<file path="src/rtl/dram_arbiter.sv">
// rtl/dram_arbiter.sv - round-robin fetch/data arbiter for a single-ported DRAM
// Validates each word access at grant time and drives the DRAM strobes with optional wait states.
module dram_arbiter #(
  parameter int MEM_BYTES   = 1024,
  parameter int WAIT_CYCLES = 0
) (
  input  logic        clk,
  input  logic        rst,
  input  logic        if_req,
  input  logic [31:0] if_addr,
  output logic        if_ack,
  output logic        if_err,
  output logic [31:0] if_rdata,
  input  logic        d_req,
  input  logic        d_we,
  input  logic [31:0] d_addr,
  input  logic [31:0] d_wdata,
  output logic        d_ack,
  output logic        d_err,
  output logic [31:0] d_rdata,
  output logic        mem_read,
  output logic        mem_write,
  output logic [31:0] mem_addr,
  output logic [31:0] mem_wdata,
  input  logic [31:0] mem_rdata,
  output logic        busy
);

  typedef enum logic [1:0] {IDLE, ACCESS, DONE} state_t;

  localparam logic [31:0] MAX_ADDR  = 32'(MEM_BYTES - 4);
  localparam logic [3:0]  WAIT_INIT = 4'(WAIT_CYCLES);

  state_t      state, state_nx;
  logic [3:0]  cnt;
  logic        last_grant;   // 1 = data port won the previous grant
  logic        gnt_d;
  logic        lat_we;
  logic        lat_err;

  logic        grant;
  logic        pick_d;
  logic [31:0] sel_addr;
  logic        sel_we;
  logic        sel_err;

  // On a tie the port that did not win last time is served.
  assign grant    = (state == IDLE) && (if_req || d_req);
  assign pick_d   = d_req && (!if_req || !last_grant);
  assign sel_addr = pick_d ? d_addr : if_addr;
  assign sel_we   = pick_d && d_we;
  assign sel_err  = (sel_addr[1:0] != 2'b00) || (sel_addr > MAX_ADDR);
  assign busy     = (state != IDLE);

  always_ff @(posedge clk or posedge rst) begin
    if (rst) state <= IDLE;
    else     state <= state_nx;
  end

  always_comb begin
    state_nx  = state;
    if_ack    = 1'b0;
    if_err    = 1'b0;
    d_ack     = 1'b0;
    d_err     = 1'b0;
    mem_read  = 1'b0;
    mem_write = 1'b0;
    case (state)
      IDLE: begin
        if (grant) state_nx = sel_err ? DONE : ACCESS;
      end
      ACCESS: begin
        mem_read  = !lat_we;
        mem_write = lat_we && (cnt == 4'd0);
        if (cnt == 4'd0) state_nx = DONE;
      end
      DONE: begin
        if_ack   = !gnt_d;
        if_err   = !gnt_d && lat_err;
        d_ack    = gnt_d;
        d_err    = gnt_d && lat_err;
        state_nx = IDLE;
      end
      default: state_nx = IDLE;
    endcase
  end

  always_ff @(posedge clk or posedge rst) begin
    if (rst) begin
      cnt        <= 4'd0;
      last_grant <= 1'b1;
      gnt_d      <= 1'b0;
      lat_we     <= 1'b0;
      lat_err    <= 1'b0;
      mem_addr   <= 32'd0;
      mem_wdata  <= 32'd0;
      if_rdata   <= 32'd0;
      d_rdata    <= 32'd0;
    end else begin
      if (grant) begin
        last_grant <= pick_d;
        gnt_d      <= pick_d;
        lat_we     <= sel_we;
        lat_err    <= sel_err;
        cnt        <= WAIT_INIT;
        // Rejected accesses never touch the DRAM-facing buses.
        if (!sel_err) begin
          mem_addr <= sel_addr;
          if (sel_we) mem_wdata <= d_wdata;
        end
      end else if (state == ACCESS) begin
        if (cnt != 4'd0) begin
          cnt <= cnt - 4'd1;
        end else if (!lat_we) begin
          if (gnt_d) d_rdata  <= mem_rdata;
          else       if_rdata <= mem_rdata;
        end
      end
    end
  end

endmodule

</file>
<file path="config.mk">
export PLATFORM = sky130hd
export DESIGN_NAME = dram_arbiter
export DESIGN_NICKNAME = d
export VERILOG_FILES = /design/src/rtl/dram_arbiter.sv
export SDC_FILE = /design/constraint.sdc
export NUM_CORES = 1
export LEC_CHECK = 0
export BUFFER_PORTS_ARGS = -buffer_cell sky130_fd_sc_hd__buf_2
export CAP_MARGIN = 40
export CORE_ASPECT_RATIO = 0.6
export CORE_MARGIN = 2
export CORE_UTILIZATION = 50
export CTS_CLUSTER_DIAMETER = 40
export DETAILED_ROUTE_END_ITERATION = 7
export GPL_TIMING_DRIVEN = 0
export PLACE_DENSITY_LB_ADDON = 0.05
export SETUP_SLACK_MARGIN = 0.05
export SLEW_MARGIN = 25
export SYNTH_ARGS = -nofsm -noshare
export SYNTH_HDL_FRONTEND = slang
export SYNTH_SLANG_ARGS = --single-unit
</file>
<file path="constraint.sdc">
create_clock -name clk -period 6.75 [get_ports clk]
set_clock_uncertainty 0.1 [all_clocks]
set_input_delay 0 -clock clk [delete_from_list [all_inputs] [get_ports clk]]
set_output_delay 0 -clock clk [all_outputs]
set_load 0.05 [all_outputs]
</file>
Word-level counts from Yosys, hierarchy flattened --
Cells that the tools add are included.
Storage, ports and cells: flip-flop bits (word level) 138, output and inout bits 135, input bits 133, logic and storage cells 61
Cells by class: multiplexer cells 14, magnitude comparators 1, reductions and logical operators 26, add/subtract/negate cells 1, equal/unequal tests 4, bitwise operators 5
Operators with widths (count):
- $gt 32x10->1 const B | 1
- $mux 32 | 1
- $mux 4 | 3
- $reduce_and 5->1 | 2
- $reduce_bool 2->1 | 4
- $logic_and 1x1->1 | 6
- $mux 1 | 6
- $mux 2 | 3
- $reduce_and 2->1 | 3
- $not 1->1 | 5
- $logic_not 1->1 | 4
- $logic_not 4->1 | 1
- $ne 2x2->1 const B | 2
- $pmux 2 s2 | 1
- $reduce_bool 4->1 | 1
- $sub 4x1->4 const B | 1
- $logic_or 1x1->1 | 3
- $reduce_and 3->1 | 1
- $eq 2x1->1 const B | 1
- $eq 2x2->1 const B | 1
- $logic_not 2->1 | 1

Depth between registers and ports, before layout --
Gate-level depths: netlist of the first run.
depth in word-level cells 9, gate-level depth with buffers 8, gate-level depth less buffers 7

Least setup slack after synthesis of the first run --
No wires, ideal clock.
kind flip-flop to flip-flop, start reg cnt[0], end reg if_rdata[18], path buffers 1, period minus slack after synthesis 2053 ps, arrival time 1828 ps, setup time 125 ps, path slack 4697 ps, required time 6525 ps, stages on the path, launching flop included 8, cells stage by stage dfrtp_1 -> inv_1 -> ha_1 -> nor3b_2 -> nand2_1 -> nor4_4 -> buf_6 -> mux2_2
On the way: cells in the longest elaborated chain, start to end 3
RTL lines:
- start, declared | RTL line 35 | logic [3:0] cnt;
- start signal, assigned | RTL line 113 | cnt <= cnt - 4'd1;
- $reduce_bool 4->1 | RTL line 112 | if (cnt != 4'd0) begin
- $not 1->1 (no source line)
- $reduce_and 5->1 (no source line)
- end signal, assigned | RTL line 116 | else if_rdata <= mem_rdata;
- end, declared | RTL line 13 | output logic [31:0] if_rdata,
No other way between the ends. A chain may end at the register's enable or synchronous reset.

Worst setup path after layout of the first run --
start reg cnt[0], end reg if_rdata[16]
The elaborated chain is that of the path after synthesis.

==> metrics.txt, run 1 <==
status=finished clean; vias in the first global route=4683; final worst setup slack=4.37 ns; Worst-Margin Slew=0.492 ns; Placement Setup Slack=4.38 ns; Worst VDD drop=0.000220 V; worst-path fanout max=10; hold path cells=4; Routed Antenna Nets=0; nets@finish=860; hold path endpoint=lat_we$_DFFE_PP0P_; number of synthesis warnings=0; critical path data arrival time=2.57 ns; WS Path Type=reg -> reg; Mapped Area=0.00550 mm2; Final Max Tran Viols=0; Initial Util=0.518; routed vias=4268; Clk pin slew, worst setup/hold paths=0.06 ns; FP Rows=29; Yosys top cell area share=0.623; hpwl dp=9610 um; share of cells above drive strength 1=0.600; drt first pass iters=4; first-pass GRT wire length=23700 um; Post-synth EDFFs=0; Root Driver=clkbuf_16; initial drt markers=141; # H-tree levels=4; WL final=14700 um; Max Cap Viol=0; clk buf depth=2; area grow syn2layout=55.7%; initial antenna violation count=0; main flop type after synthesis=dfrtp_1; crit path time final=2.38 ns; Filler cells=610; Fmax=420 MHz; Via density=4.87; worst skew pair latency=0.41 ns; post-CTS sizing=0; part of the Yosys area used for sequential elements=0.628; worst flop-to-flop path endpoint=if_rdata[16]$_DFFE_PP0P_; Static Leak=4.64 nW; Critical Path Start Type=flop; clk sinks=138; Mapped Avg Cell Area=15.5 um2; final hold vios=0; Antenna Cells=0; fraction of registers with async set/reset=1.00; placed cell area=0.00705 mm2; most frequent cells in the layout=buf_2 (268), dfrtp_1 (137), mux2_2 (106), dlygate4sd3_1 (84), and2_1 (20); final instance area=0.00857 mm2; Hold Path Origin=d_req; Remaining Overflow, GRT=0; TritonCTS Buffers=17; Setup violations, final=0; post-synth cell types=40; r2r worst-path depth=7; most common cell after layout, fill and taps aside=buf_2; synth top area cells=dfrtp_1 (62%), mux2_2 (22%), and2_1 (2.3%); die width=139 um; Die Y=85.3 um; synthesized net count=489; Top Ports=268; setup TNS=0 ns; CTS tree=yes; Post-Synthesis Cells=355; Hold Crit Class=in -> reg; Die ar.=0.0119 mm2; R2R Path Start=cnt[0]$_DFFE_PP0P_; final period utilization=0.353; Layout Utilization=0.806; number of remaining DRC errors=0; Worst slew margin=0.669; RSZ-0062 raised after global routing=no; Worst Path Required=6.94 ns; RD Place Congestion=0.853; Power Density=249 mW/mm2; Wirelength per Cell=16.7 um; GRT Overall Usage=0.256; Yosys reg bits=138; Min Hold Slack=0.0406 ns; leading area contributor after synthesis=dfrtp_1; largest net degree at the start of global routing=91; CP endpoint kind=flop; Core Area=0.0106 mm2; R2R setup slack=4.37 ns; Buffers on Ports=267
==> per-layer routing <==
layer  up-vias  track usage  part of all wire
met1      2108        0.319              0.43
met4         0       0.0661             0.013
li1       1990            -                 -
met3        15        0.101             0.079
met2       155        0.426              0.48
met5         -            0                 0
==> sequential cells by signal (all words and copies together) (netlist names) <==
register and cells:
d_rdata 32, lat_err 1, cnt 4, state 2, if_rdata 32, gnt_d 1
lat_we 1, mem_addr 32, mem_wdata 32, last_grant 1
==> synth_stat cells, types with 2 or more instances <==
| cell type | instances |
|---|---|
| nand2_1 | 6 |
| nor2_1 | 9 |
| clkbuf_1 | 2 |
| and2_2 | 6 |
| mux2_4 | 4 |
| dfrtp_1 | 137 |
| mux2_1 | 3 |
| mux2_2 | 106 |
| xor2_1 | 2 |
| inv_1 | 6 |
| nor4_1 | 8 |
| o21a_1 | 2 |
| o21ai_0 | 2 |
| nor2b_1 | 3 |
| and2_1 | 20 |
| nor3_4 | 3 |
| buf_6 | 10 |
| nor4_2 | 4 |
==> area by class of cell <==
| cell class | count | area [um2] | share of cell area |
|---|---|---|---|
| clock buffers | 18 | 439 | 0.0513 |
| clock inverters | 13 | 239 | 0.0279 |
| repair buffers | 352 | 2200 | 0.257 |
| multi-input cells | 197 | 1890 | 0.221 |
| inverters | 6 | 30.0 | 0.00350 |
| flip-flops and latches | 138 | 3450 | 0.403 |
| well taps | 139 | 174 | 0.0203 |
| plain buffers | 14 | 133 | 0.0155 |
==> power breakdown <==
group / switching, mW / internal, mW
clock network: 0.360 / 0.705
logic: 0.117 / 0.0981
registers: 0.0123 / 0.843
total: 0.489 / 1.65
==> repair_timing <==
item | in CTS | in global routing
hold endpoints to repair | 243 | 0
buffers inserted | 0 | 0
hold buffers | 84 | 0
==> metrics by stage <==
| stage | instances | power [mW] |
|---|---|---|
| after global routing | 877 | 2.20 |
| after detailed placement | 762 | 1.04 |
| final | 877 | 2.14 |
| after CTS | 877 | 2.15 |
| after global placement | 761 | 1.03 |
| after floorplan | 355 | 0.967 |
==> critical path: stages, from the launching register on <==
cell,delay (ns)
dfrtp_1,0.41
inv_1,0.07
ha_1,0.16
nor3b_2,0.28
nand2_1,0.18
nor4_4,0.47
buf_6,0.24
mux2_2,0.36
==> how the worst max path moves through the flow <==
stage                             from                  endpoint  cells after the start
global route        cnt[0]$_DFFE_PP0P_  if_rdata[16]$_DFFE_PP0P_                      7
CTS                 cnt[0]$_DFFE_PP0P_  if_rdata[16]$_DFFE_PP0P_                      7
finish              cnt[0]$_DFFE_PP0P_  if_rdata[16]$_DFFE_PP0P_                      7
detailed placement  cnt[0]$_DFFE_PP0P_  if_rdata[16]$_DFFE_PP0P_                      7
floorplan                          rst        cnt[0]$_DFFE_PP0P_                      1
global placement                   rst  if_rdata[31]$_DFFE_PP0P_                      2
==> cells by family after synthesis <==
group	after synthesis	synth area share
AO/OA/AOI/OAI	10	0.0139
AND/OR/NAND/NOR	70	0.0893
flip-flops	138	0.628
multiplexers	113	0.234
adder cells (fa/ha/maj)	1	0.00227
buffers and inverters	20	0.0282
XOR/XNOR	3	0.00477
(Power assumes the default switching activity.)
==> run 2: changes to the inputs <==
--- a/config.mk
+++ b/config.mk
@@ -9,7 +9,7 @@
 export CAP_MARGIN = 40
 export CORE_ASPECT_RATIO = 0.6
 export CORE_MARGIN = 2
-export CORE_UTILIZATION = 50
+export CORE_UTILIZATION = 46
 export CTS_CLUSTER_DIAMETER = 40
 export DETAILED_ROUTE_END_ITERATION = 7
 export GPL_TIMING_DRIVEN = 0
==> constraint.sdc (replaced) <==
create_clock -name clk -period 2.2 [get_ports clk]
set_clock_uncertainty 0.1 [all_clocks]
set_input_delay 0 -clock clk [delete_from_list [all_inputs] [get_ports clk]]
set_output_delay 0 -clock clk [all_outputs]
set_load 0.05 [all_outputs]
==> metrics.txt, run 2 (same netlist as run 1, synthesis figures left out) <==
TritonCTS Buffers=17 (unchanged); number of remaining DRC errors=0 (unchanged); worst skew pair latency=0.40 ns (about the same); Fmax=489 MHz (+16%); WL final=14900 um (+1.7%); internal power=4.69 mW (+180%); WS Path Type=reg -> reg; Net Sw Power=1.47 mW (+200%); Sw Share=0.239 (+0.0101); CTS tree=yes; Worst VDD drop=0.000513 V (+130%); first-pass GRT wire length=24000 um (+1.0%); Power Density=707 mW/mm2 (+180%); Critical Path Start Type=flop; Layout Utilization=0.758 (-0.0478); Top Ports=268 (unchanged); status=finished clean; area grow syn2layout=58.2%; Max Cap Viol=0 (unchanged); Via density=4.69 (-3.6%); worst-path fanout max=10 (unchanged); most common cell after layout, fill and taps aside=buf_2; FP Rows=30 (+3.4%); Routed Antenna Nets=0 (unchanged); initial antenna violation count=0 (unchanged); Power, Total=6.16 mW (+190%); die width=145 um (+4.1%); Remaining Overflow, GRT=0 (unchanged); placed instance count=787 (+3.3%); most frequent cells in the layout=buf_2 (267), dfrtp_1 (137), mux2_2 (106), dlygate4sd3_1 (84), and2_1 (20); # H-tree levels=4 (unchanged); Die Y=88.7 um (+4.1%); GR Util met2=0.413 (-0.0128); fin cells=908 (+3.5%); nets@finish=870 (+1.2%); clk sinks=138 (unchanged); Min Hold Slack=0.0338 ns (-0.00680 ns); met3 Use GR=0.0758 (-0.0252); crit path time final=2.04 ns (-0.335 ns); Antenna Cells=0 (unchanged); clk buf depth=2 (unchanged); Gate power share=0.109 (+0.008); RD Place Congestion=0.818 (-4.1%); Hold Crit Class=in -> reg; Worst Path Required=2.38 ns (-4.56 ns); CP endpoint kind=flop; vias in the first global route=4715 (+0.68%); GRT Overall Usage=0.239 (-0.0173); GRT busiest layer=met2; share of cells above drive strength 1=0.612 (+0.0120); drt first pass iters=4 (unchanged); Root Driver=clkbuf_16; final period utilization=0.929 (+0.577); register share of total power=0.427 (+0.026); Initial Util=0.479 (-0.0385); Setup violations, final=0 (unchanged); Wirelength per Cell=16.4 um (-1.8%); hpwl dp=10300 um (+6.8%); Final Max Tran Viols=0 (unchanged); Clk pwr share=0.464 (-0.035); RSZ-0062 raised after global routing=yes; Clk pin slew, worst setup/hold paths=0.06 ns (about the same); setup TNS=0 ns (unchanged); initial drt markers=126 (-11%); largest net degree at the start of global routing=31 (-66%); Die ar.=0.0129 mm2 (+8.4%); routed vias=4261 (-0.16%); Worst-Margin Slew=0.449 ns (-0.0431 ns); Worst slew margin=0.700 (+0.0306); critical path data arrival time=2.22 ns (-0.35 ns); Core Area=0.0115 mm2 (+8.0%); Buffers on Ports=267 (unchanged); final hold vios=0 (unchanged); Static Leak=4.70 nW (+1.4%); GR Util met1=0.293 (-0.0262)
[run 2: through the flow]
step	area (um2)	setup slack, ns
2_1_floorplan	5510	0.147
3_3_place_gp	7040	-0.420
3_5_place_dp	7160	-0.158
4_1_cts	8620	0.0549
5_1_grt	8710	0.0268
6_report	8710	0.156
[run 2: worst max-delay path: stages, from the launching register on]
cell,delay (ns)
dfrtp_1,0.44
nor2_4,0.17
o21a_2,0.19
buf_4,0.20
nor3_2,0.06
nand2_2,0.19
buf_6,0.21
mux2_2,0.35
[run 2: layer usage]
layer / up-vias / wire, um
met5: - / 0
met4: 0 / 159
met3: 17 / 896
met2: 135 / 7430
met1: 2092 / 6440
li1: 2017 / -
[run 2: layout make-up]
class | instances | area (um2)
buffer | 14 | 151
clock buffer | 18 | 429
clock inverter | 13 | 170
fill | 715 | 2780
inverter | 6 | 26.3
multi-input combinational | 197 | 1920
sequential | 138 | 3450
tap | 160 | 200
timing repair buffer | 362 | 2350
[run 2: what timing repair did]
item / 4_1_cts / 5_1_grt
gates resized for setup: 1 / 14
gates cloned: 0 / 1
pin swaps: 1 / 3
endpoints found under the setup margin: 33 / 108
hold buffers: 84 / 0
hold endpoints to repair: 161 / 0
buffers inserted: 2 / 3
[run 2: power groups by stage]
stage	Combinational, mW	Sequential (mW)	Clock [mW]
floorplan	0.197	2.77	0
global placement	0.504	2.67	0
detailed placement	0.543	2.67	0
CTS	0.669	2.62	2.93
global route	0.721	2.63	3.05
finish	0.672	2.63	2.86
[run 2: worst paths after layout]
path / start / to / slack (ns) / depth (start not counted)
max: state[0]$_DFFE_PP0P_ / d_rdata[31]$_DFFE_PP0P_ / 0.16 / 7
min: if_addr[26] / state[1]$_DFFE_PP0P_ / 0.03 / 6
max reg2reg: state[0]$_DFFE_PP0P_ / d_rdata[31]$_DFFE_PP0P_ / 0.16 / 7
min reg2reg: mem_addr[10]$_DFFE_PP0P_ / mem_addr[10]$_DFFE_PP0P_ / 0.38 / 1
max in group asynchronous: rst / mem_wdata[16]$_DFFE_PP0P_ / 1.26 / 5
min in group asynchronous: rst / mem_addr[2]$_DFFE_PP0P_ / 0.06 / 3
